===== config.mk =====
export PLATFORM = sky130hd
export DESIGN_NAME = alu_arbiter
export DESIGN_NICKNAME = d
export VERILOG_FILES = /design/src/rtl/alu_arbiter.sv
export SDC_FILE = /design/constraint.sdc
export NUM_CORES = 1
export LEC_CHECK = 0
export CAP_MARGIN = 0
export CORE_ASPECT_RATIO = 2
export CORE_MARGIN = 2
export CORE_UTILIZATION = 30
export DETAILED_ROUTE_END_ITERATION = 8
export GPL_ROUTABILITY_DRIVEN = 0
export HOLD_SLACK_MARGIN = 0.1
export SYNTH_ARGS = -nofsm -noshare
export SYNTH_HDL_FRONTEND = slang
export SYNTH_SLANG_ARGS = --single-unit

===== constraint.sdc =====
create_clock -name clk -period 4.6 [get_ports clk]
set_clock_uncertainty 0.2 [all_clocks]
set_input_delay 0.69 -clock clk [delete_from_list [all_inputs] [get_ports clk]]
set_output_delay 0.69 -clock clk [all_outputs]
set_load 0.02 [all_outputs]

===== src/rtl/alu_arbiter.sv =====
// alu_arbiter: shares one 32-bit combinational ALU between two requesters.
// A request is granted in IDLE, its operands are latched, the ALU is evaluated
// in EXEC, and the registered result is held in RESP until the owner takes it.
// Optional build macro: ALU_ARB_FIXED_PRIO_EN (port 0 always wins a tie;
// the round-robin pointer is then neither consulted nor updated).
module alu_arbiter #(
  parameter logic RR_INIT = 1'b0
) (
  input  logic        clk,
  input  logic        rst,
  input  logic        req0_valid,
  output logic        req0_ready,
  input  logic [31:0] req0_a,
  input  logic [31:0] req0_b,
  input  logic [3:0]  req0_op,
  input  logic        req1_valid,
  output logic        req1_ready,
  input  logic [31:0] req1_a,
  input  logic [31:0] req1_b,
  input  logic [3:0]  req1_op,
  output logic        rsp0_valid,
  input  logic        rsp0_ready,
  output logic        rsp1_valid,
  input  logic        rsp1_ready,
  output logic [31:0] rsp_result,
  output logic        rsp_zero
);

  typedef enum logic [1:0] {
    IDLE = 2'd0,
    EXEC = 2'd1,
    RESP = 2'd2
  } state_t;

  state_t      state;
  state_t      state_nx;
  logic        ptr;
  logic        owner;
  logic        grant;
  logic        hs;
  logic        owner_ready;
  logic [31:0] a_q;
  logic [31:0] b_q;
  logic [3:0]  op_q;
  logic [31:0] alu_y;

  // Pick the port that would win if both were asking; a lone requester always wins.
  always_comb begin
    grant = 1'b0;
    if (req0_valid && !req1_valid) begin
      grant = 1'b0;
    end else if (req1_valid && !req0_valid) begin
      grant = 1'b1;
    end else begin
`ifdef ALU_ARB_FIXED_PRIO_EN
      grant = 1'b0;
`else
      grant = ptr;
`endif
    end
  end

  assign req0_ready  = (state == IDLE) && req0_valid && (grant == 1'b0);
  assign req1_ready  = (state == IDLE) && req1_valid && (grant == 1'b1);
  assign hs          = (req0_valid && req0_ready) || (req1_valid && req1_ready);
  assign owner_ready = owner ? rsp1_ready : rsp0_ready;

  // Shared ALU, fed only from the operands latched at the handshake.
  always_comb begin
    alu_y = '0;
    case (op_q)
      4'b0000: alu_y = a_q & b_q;
      4'b0001: alu_y = a_q | b_q;
      4'b0010: alu_y = a_q + b_q;
      4'b0110: alu_y = a_q - b_q;
      default: alu_y = '0;
    endcase
  end

  // State register.
  always_ff @(posedge clk or posedge rst) begin
    if (rst) begin
      state <= IDLE;
    end else begin
      state <= state_nx;
    end
  end

  // Next-state: accept -> evaluate -> hold response until the owner consumes it.
  always_comb begin
    state_nx = state;
    case (state)
      IDLE:    if (hs) state_nx = EXEC;
      EXEC:    state_nx = RESP;
      RESP:    if (owner_ready) state_nx = IDLE;
      default: state_nx = IDLE;
    endcase
  end

  // Operand capture, pointer update and registered response.
  always_ff @(posedge clk or posedge rst) begin
    if (rst) begin
      ptr        <= RR_INIT;
      owner      <= 1'b0;
      a_q        <= '0;
      b_q        <= '0;
      op_q       <= '0;
      rsp0_valid <= 1'b0;
      rsp1_valid <= 1'b0;
      rsp_result <= '0;
      rsp_zero   <= 1'b0;
    end else begin
      case (state)
        IDLE: begin
          if (hs) begin
            owner <= grant;
            a_q   <= grant ? req1_a  : req0_a;
            b_q   <= grant ? req1_b  : req0_b;
            op_q  <= grant ? req1_op : req0_op;
`ifndef ALU_ARB_FIXED_PRIO_EN
            ptr   <= ~grant;
`endif
          end
        end
        EXEC: begin
          rsp_result <= alu_y;
          rsp_zero   <= (alu_y == '0);
          if (owner) rsp1_valid <= 1'b1;
          else       rsp0_valid <= 1'b1;
        end
        RESP: begin
          if (owner_ready) begin
            if (owner) rsp1_valid <= 1'b0;
            else       rsp0_valid <= 1'b0;
          end
        end
        default: ;
      endcase
    end
  end

endmodule


==> qor.txt, run 1 <==
Status: finished, final reports clean
Worst-Margin Slew: 1032 ps
Initial DRC count: 635
Final #Nets: 1310
Syn Nets: 1091
WHS: 281.7 ps
TritonCTS clock tree: built
Fill cell count: 2703
Period utilization: 0.9822
Unique masters post-synth: 79
Clk slew on worst S/H paths: 70 ps
Max Cap Viol: 0
Placed cell area: 10650 sq um
Hold Crit Class: flop to flop
Max Slew Vio Count: 0
Setup slack after layout: 81.90 ps
FF-to-FF path depth: 22
Register area share after synthesis: 0.3341
CTS Buf Count: 9
Final Hold Viols: 0
Worst Setup SP: b_q[0]$_DFFE_PP0P_
Total iterations of the first detailed-routing run: 5
Synth Cell Area: 8014 sq um
Clock Path Buffers: 2
Leak: 4.838 nW
Reg2Reg Setup Slack: 80 ps
Die Wd: 119.6 um
Antenna viol nets, final: 0
Finished Cell Area: 11150 sq um
Asr flop ratio synth: 1.000
Synth top area cells: dfrtp_1, a221o_1, ha_1
Clock Sinks: 107
P_sw: 4.665 mW
Residual DRC count: 0
Clk_lat worst skew: 380 ps
Min Tclk post-route: 4518 ps
Final setup viols: 0
Setup crit end: rsp_result[31]$_DFFE_PP0P_
Final wirelength: 29370 um
CTS H-tree depth: 3
Yosys reg bits: 107
Worst r2r dst: rsp_result[31]$_DFFE_PP0P_
Vias: 8191
First-pass GRT wire length: 46280 um
Sw frac: 0.4859
Rel. slew slack: 0.3119
Finished Layout Cells: 1484
Total GRT Usage: 0.2118
Synth top area share: 0.3341
Grt ovf: 0
Main synth FF type: dfrtp_1
Die height: 235.1 um
Startpoint types: flop
Yosys warns: 0
Internal Power: 4.935 mW
Die ar.: 28120 sq um
Clock network power share: 0.087
Area occupied by multi-input gates: 5109 sq um
Worst EP arrival: 4620 ps
Part of the power in combinational logic: 0.724
Vias per cell: 5.520
Final design utilization: 0.4244
Initial Utilization: 0.3050
Worst reg2reg path startpoint: b_q[0]$_DFFE_PP0P_
Largest fanout on the critical path: 7
Post-synth EDFFs: 0
Core area: 26280 sq um
Initial antenna violation count: 1
Max frequency: 221.3 MHz
Peak VDD IR: 0.2977 mV
Post-Syn Instances: 914
Drt wl/cell: 19.79 um
FF+latch area: 2678 sq um
Setup Crit Path Kind: flop to flop
Root Driver: clkbuf_16
Largest net degree at the start of global routing: 58
I/O Pins: 179
Synthesized area per cell: 8.768 sq um
Placed Cells: 1459
Detail Placement HPWL: 23450 um
Pwr/cell area: 860.9 nW/um^2
Share of layout cells above drive strength 1: 0.1555
Crit. End Element: flop
Area leader, netlist: dfrtp_1
Synthesis-to-layout area growth: 39.14%
RSZ-0062 raised after global routing: yes
Vias in the first global route: 8381
Pre-CTS setup slack: -143.1 ps
# rows: 84
Critical path required time: 4710 ps
# port buffers: 178
Sequential Power Share: 0.189
==> Yosys cell counts, types with 4 or more instances <==
| cell | instances |
|---|---|
| a21o_1 | 8 |
| and2_1 | 8 |
| mux2_2 | 6 |
| inv_1 | 20 |
| or3_1 | 4 |
| buf_1 | 8 |
| o21a_1 | 4 |
| xor2_1 | 17 |
| maj3_1 | 24 |
| mux2i_1 | 18 |
| ha_1 | 34 |
| a221o_1 | 58 |
| nand3_1 | 10 |
| a221oi_1 | 4 |
| xnor2_1 | 26 |
| nor2b_1 | 5 |
| buf_6 | 4 |
| clkbuf_1 | 50 |
| nand2b_1 | 4 |
| o21bai_1 | 4 |
| a31oi_1 | 14 |
| nor2_1 | 50 |
| dfrtp_1 | 107 |
| a21oi_1 | 71 |
| nor4_1 | 13 |
| o31ai_1 | 10 |
| nand4_1 | 15 |
| o211ai_1 | 5 |
| o21ai_0 | 62 |
| a22oi_1 | 5 |
| nor3_1 | 20 |
| and3_1 | 60 |
| nand2_1 | 92 |
==> flip-flops by register name (all words and copies together), names as in the netlist <==
register	flops
op_q	4
rsp_result	32
state	2
rsp0_valid	1
ptr	1
rsp1_valid	1
b_q	32
owner	1
rsp_zero	1
a_q	32
==> through the flow <==
step / power [mW] / TNS (ps)
2_1_floorplan: 6.009 / 0
3_3_place_gp: 8.353 / -85.68
3_5_place_dp: 8.420 / -287.9
4_1_cts: 9.482 / -34.13
5_1_grt: 10.32 / -293.2
6_report: 9.600 / 0
==> worst max-delay path: stages, from the launching register on <==
cell and delay [ps]:
dfrtp_1 380, inv_1 70, ha_2 180, nand3b_1 160, or4_4 460, or4_4 490, nor2_4 110, buf_4 120
a21oi_1 70, xnor2_1 170, ha_2 310, buf_6 140, a21oi_4 150, o21ai_2 80, a221o_1 310, a21oi_2 150
buf_4 130, o22ai_2 80, mux2i_1 230, a21oi_2 100, buf_4 140, buf_4 120, o21ai_2 90
==> logic make-up (layout without fill, tap and decap cells) <==
family,count (synthesis),after routing,share of synthesized area
AO/OA/AOI/OAI,286,286,0.2567
XOR/XNOR,43,43,0.04699
adder cells (fa/ha/maj),59,59,0.08556
buffers and inverters,88,312,0.04652
flip-flops,107,107,0.3341
multiplexers,24,24,0.03091
other,0,2,0
AND/OR/NAND/NOR,307,307,0.1992
==> cell type report <==
type / instances / area share
inverter: 20 / 0.006957
sequential: 107 / 0.2401
multi-input combinational: 719 / 0.4581
timing repair buffer: 276 / 0.2276
antenna: 2 / 0.0004488
tap: 344 / 0.03860
clock inverter: 3 / 0.003927
clock buffer: 13 / 0.02424
==> worst min-delay path by stage <==
stage | startpoint | cells after the start | endpoint
2_1_floorplan | ptr$_DFFE_PP0P_ | 2 | ptr$_DFFE_PP0P_
3_3_place_gp | rsp_result[22]$_DFFE_PP0P_ | 2 | rsp_result[22]$_DFFE_PP0P_
3_5_place_dp | rsp_result[13]$_DFFE_PP0P_ | 2 | rsp_result[13]$_DFFE_PP0P_
4_1_cts | rsp_result[13]$_DFFE_PP0P_ | 2 | rsp_result[13]$_DFFE_PP0P_
5_1_grt | rsp_result[20]$_DFFE_PP0P_ | 2 | rsp_result[20]$_DFFE_PP0P_
6_report | rsp_result[5]$_DFFE_PP0P_ | 2 | rsp_result[5]$_DFFE_PP0P_
==> placed cells by master, fill, tap and decap left out, drive strengths merged, types with 8 or more instances in the layout <==
cell type / instances
clkdlybuf4s50: 178
dfrtp: 107
buf: 98
nand2: 92
a21oi: 74
o21ai: 66
and3: 61
a221o: 58
nor2: 51
ha: 34
xnor2: 26
maj3: 24
nor3: 22
inv: 21
mux2i: 18
xor2: 17
nand4: 15
a31oi: 14
nor4: 13
clkbuf: 13
o31ai: 12
nand3: 10
and2: 10
a21o: 8
==> power by group through the flow <==
stage	sequential (mW)	clock (mW)	combinational, mW
floorplan	1.80	0	4.21
global placement	1.82	0	6.54
detailed placement	1.83	0	6.59
CTS	1.82	0.853	6.81
global route	1.88	0.890	7.55
finish	1.82	0.833	6.95
==> repair_timing <==
action / CTS / global route
hold endpoints to repair: 0 / 0
setup endpoints to repair: 4 / 7
resized for setup: 27 / 13
cloned: 0 / 0
setup buffers: 6 / 1
hold buffers: 0 / 0
pin swaps: 23 / 14
==> layer usage <==
layer / vias up / track usage / routed length [um]
met5: - / 0 / 0
met4: 0 / 0.1216 / 1642
met3: 77 / 0.02907 / 1047
met2: 268 / 0.3932 / 15850
met1: 3942 / 0.2237 / 10830
li1: 3904 / - / -
Power figures use the tool's default switching activity.
==> run 2: changes to the inputs <==
DONT_BUFFER_PORTS = 1   (was unset)
==> qor.txt, run 2 (synthesis gave the netlist of run 1 again) <==
WHS: 170.9 ps (-110.8 ps)
Period utilization: 1.015 (+0.03273)
Status: complete, but fails checks
Critical path required time: 4690 ps (-20 ps)
Root Driver: clkbuf_16
Largest net degree at the start of global routing: 74 (+28%)
Worst EP arrival: 4760 ps (+140 ps)
Pre-CTS setup slack: -152.1 ps (-8.987 ps)
Vias per cell: 5.836 (+5.7%)
Die height: 235.1 um (unchanged)
Total iterations of the first detailed-routing run: 5 (unchanged)
CTS H-tree depth: 3 (unchanged)
Failing checks: negative setup slack
Min Tclk post-route: 4669 ps (+150.5 ps)
# rows: 84 (unchanged)
Hold Crit Class: primary input to async pin
CTS Buf Count: 9 (unchanged)
Final Hold Viols: 0 (unchanged)
Residual DRC count: 0 (unchanged)
Vias: 7639 (-6.7%)
# port buffers: 0 (-100%)
Initial antenna violation count: 0 (-1)
Final #Nets: 1137 (-13%)
Final setup viols: 1 (+1)
I/O Pins: 179 (unchanged)
Pwr/cell area: 999.5 nW/um^2 (+16%)
Most frequent cells in the layout: dfrtp_1, buf_4, nand2_1, a21oi_1, and3_1
Fill cell count: 2750 (+1.7%)
Antenna viol nets, final: 0 (unchanged)
Vias in the first global route: 7643 (-8.8%)
Die ar.: 28120 sq um (unchanged)
Most common cell after layout, fill and taps aside: dfrtp_1
Synthesis-to-layout area growth: 17.25%
Hold buffer count at cts: 0 (unchanged)
Clock Path Buffers: 2 (unchanged)
Clock Sinks: 107 (unchanged)
Largest regs: a_q (32), b_q (32), rsp_result (32)
Max frequency: 214.2 MHz (-3.2%)
Crit. End Element: flop
Antenna Cells: 0 (-2)
Final wirelength: 29500 um (+0.44%)
Initial Utilization: 0.3050 (unchanged)
Area occupied by multi-input gates: 5112 sq um (about the same)
Max Cap Viol: 0 (unchanged)
Startpoint types: flop
Grt ovf: 0 (unchanged)
Initial DRC count: 490 (-23%)
Detail Placement HPWL: 23550 um (+0.43%)
TritonCTS clock tree: built
First-pass GRT wire length: 44620 um (-3.6%)
Die Wd: 119.6 um (unchanged)
Rel. slew slack: 0.3396 (+0.02776)
Total GRT Usage: 0.2085 (-0.003332)
Setup slack after layout: -68.64 ps (-150.5 ps)
Clk slew on worst S/H paths: 70 ps (about the same)
Worst reg2reg path startpoint: b_q[2]$_DFFE_PP0P_
Worst-Margin Slew: 986.1 ps (-46.10 ps)
Largest fanout on the critical path: 6 (-1)
Peak VDD IR: 0.3520 mV (+18%)
Drt wl/cell: 22.53 um (+14%)
Setup Crit Path Kind: flop to flop
Clk_lat worst skew: 380 ps (about the same)
Leak: 4.172 nW (-14%)
Share of layout cells above drive strength 1: 0.1907 (+0.03514)
Worst Setup SP: b_q[2]$_DFFE_PP0P_
Max Slew Vio Count: 0 (unchanged)
FF+latch area: 2678 sq um (unchanged)
RSZ-0062 raised after global routing: yes
Core area: 26280 sq um (unchanged)
-- run 2: changes by cell type in the layout (fill, tap and decap cells not counted), moves of 2 or more --
| cell | previous run | this run |
|---|---|---|
| o21ai_1 | 10 | 7 |
| buf_4 | 95 | 99 |
| clkinvlp_4 | 0 | 2 |
| clkdlybuf4s50_1 | 178 | 0 |
| diode_2 | 2 | 0 |
| o21ai_0 | 52 | 55 |
| clkbuf_8 | 3 | 1 |
| buf_6 | 2 | 4 |
-- run 2: timing repair --
action | 4_1_cts | 5_1_grt
setup endpoints to repair | 5 | 10
gates resized for setup | 11 | 29
pin swaps | 5 | 14
setup buffers | 0 | 4
-- run 2: path summary, 6_finish.rpt --
check	slack, ps	to	cells past startpoint
setup / recovery	-70	rsp_zero$_DFFE_PP0P_	18
hold / removal	170	rsp1_valid$_DFFE_PP0P_	1
setup reg to reg	-70	rsp_zero$_DFFE_PP0P_	18
hold reg to reg	330	ptr$_DFFE_PP0P_	2
max in group asynchronous	3010	b_q[13]$_DFFE_PP0P_	2
min in group clk	250	a_q[26]$_DFFE_PP0P_	1
-- run 2: per-layer routing --
metal / vias up / share of wire / wire length [um] / global-route usage
li1: 3552 / - / - / -
met1: 3698 / 0.35 / 10260 / 0.2099
met2: 289 / 0.54 / 15920 / 0.3877
met3: 100 / 0.049 / 1434 / 0.03609
met4: 0 / 0.064 / 1882 / 0.1316
met5: - / 0 / 0 / 0
-- run 2: worst max-delay path, stage by stage (launching register included) --
cell and delay (ps):
dfrtp_1 400, nor3_2 200, nand3b_1 180, or4_4 520, or4_4 470, nor2_4 150
buf_6 130, buf_4 110, a21oi_2 60, xnor2_1 170, ha_2 390, and3_1 230
nand2_2 130, or3_1 380, o22ai_2 190, mux2i_1 110, a21oi_1 210, nand4_1 130
o31ai_2 230
-- run 2: layout make-up --
type                       instances  share of cell area
inverter                          20            0.008256
clock inverter                     6            0.007590
sequential                       107              0.2850
multi-input combinational        719              0.5441
timing repair buffer             103             0.08389
clock buffer                      10             0.02543
tap                              344             0.04581
-- run 2: stage by stage --
step	util	std cells	setup TNS [ps]	cell area (sq um)	total power, mW
after floorplan	-	914	0	8019	6.009
after global placement	0.3394	1289	-88.32	8917	8.186
after detailed placement	0.3394	1289	-281.1	8917	8.274
after CTS	0.3525	1305	-92.70	9261	9.170
after global routing	0.3576	1309	-749.6	9397	10.11
final	0.3576	1309	-68.64	9397	9.391
-- run 2: report_power, final --
part | total (mW) | switching [mW] | internal (mW)
clock network | 0.819 | 0.378 | 0.441
logic | 6.57 | 3.73 | 2.84
registers | 2.00 | 0.641 | 1.36
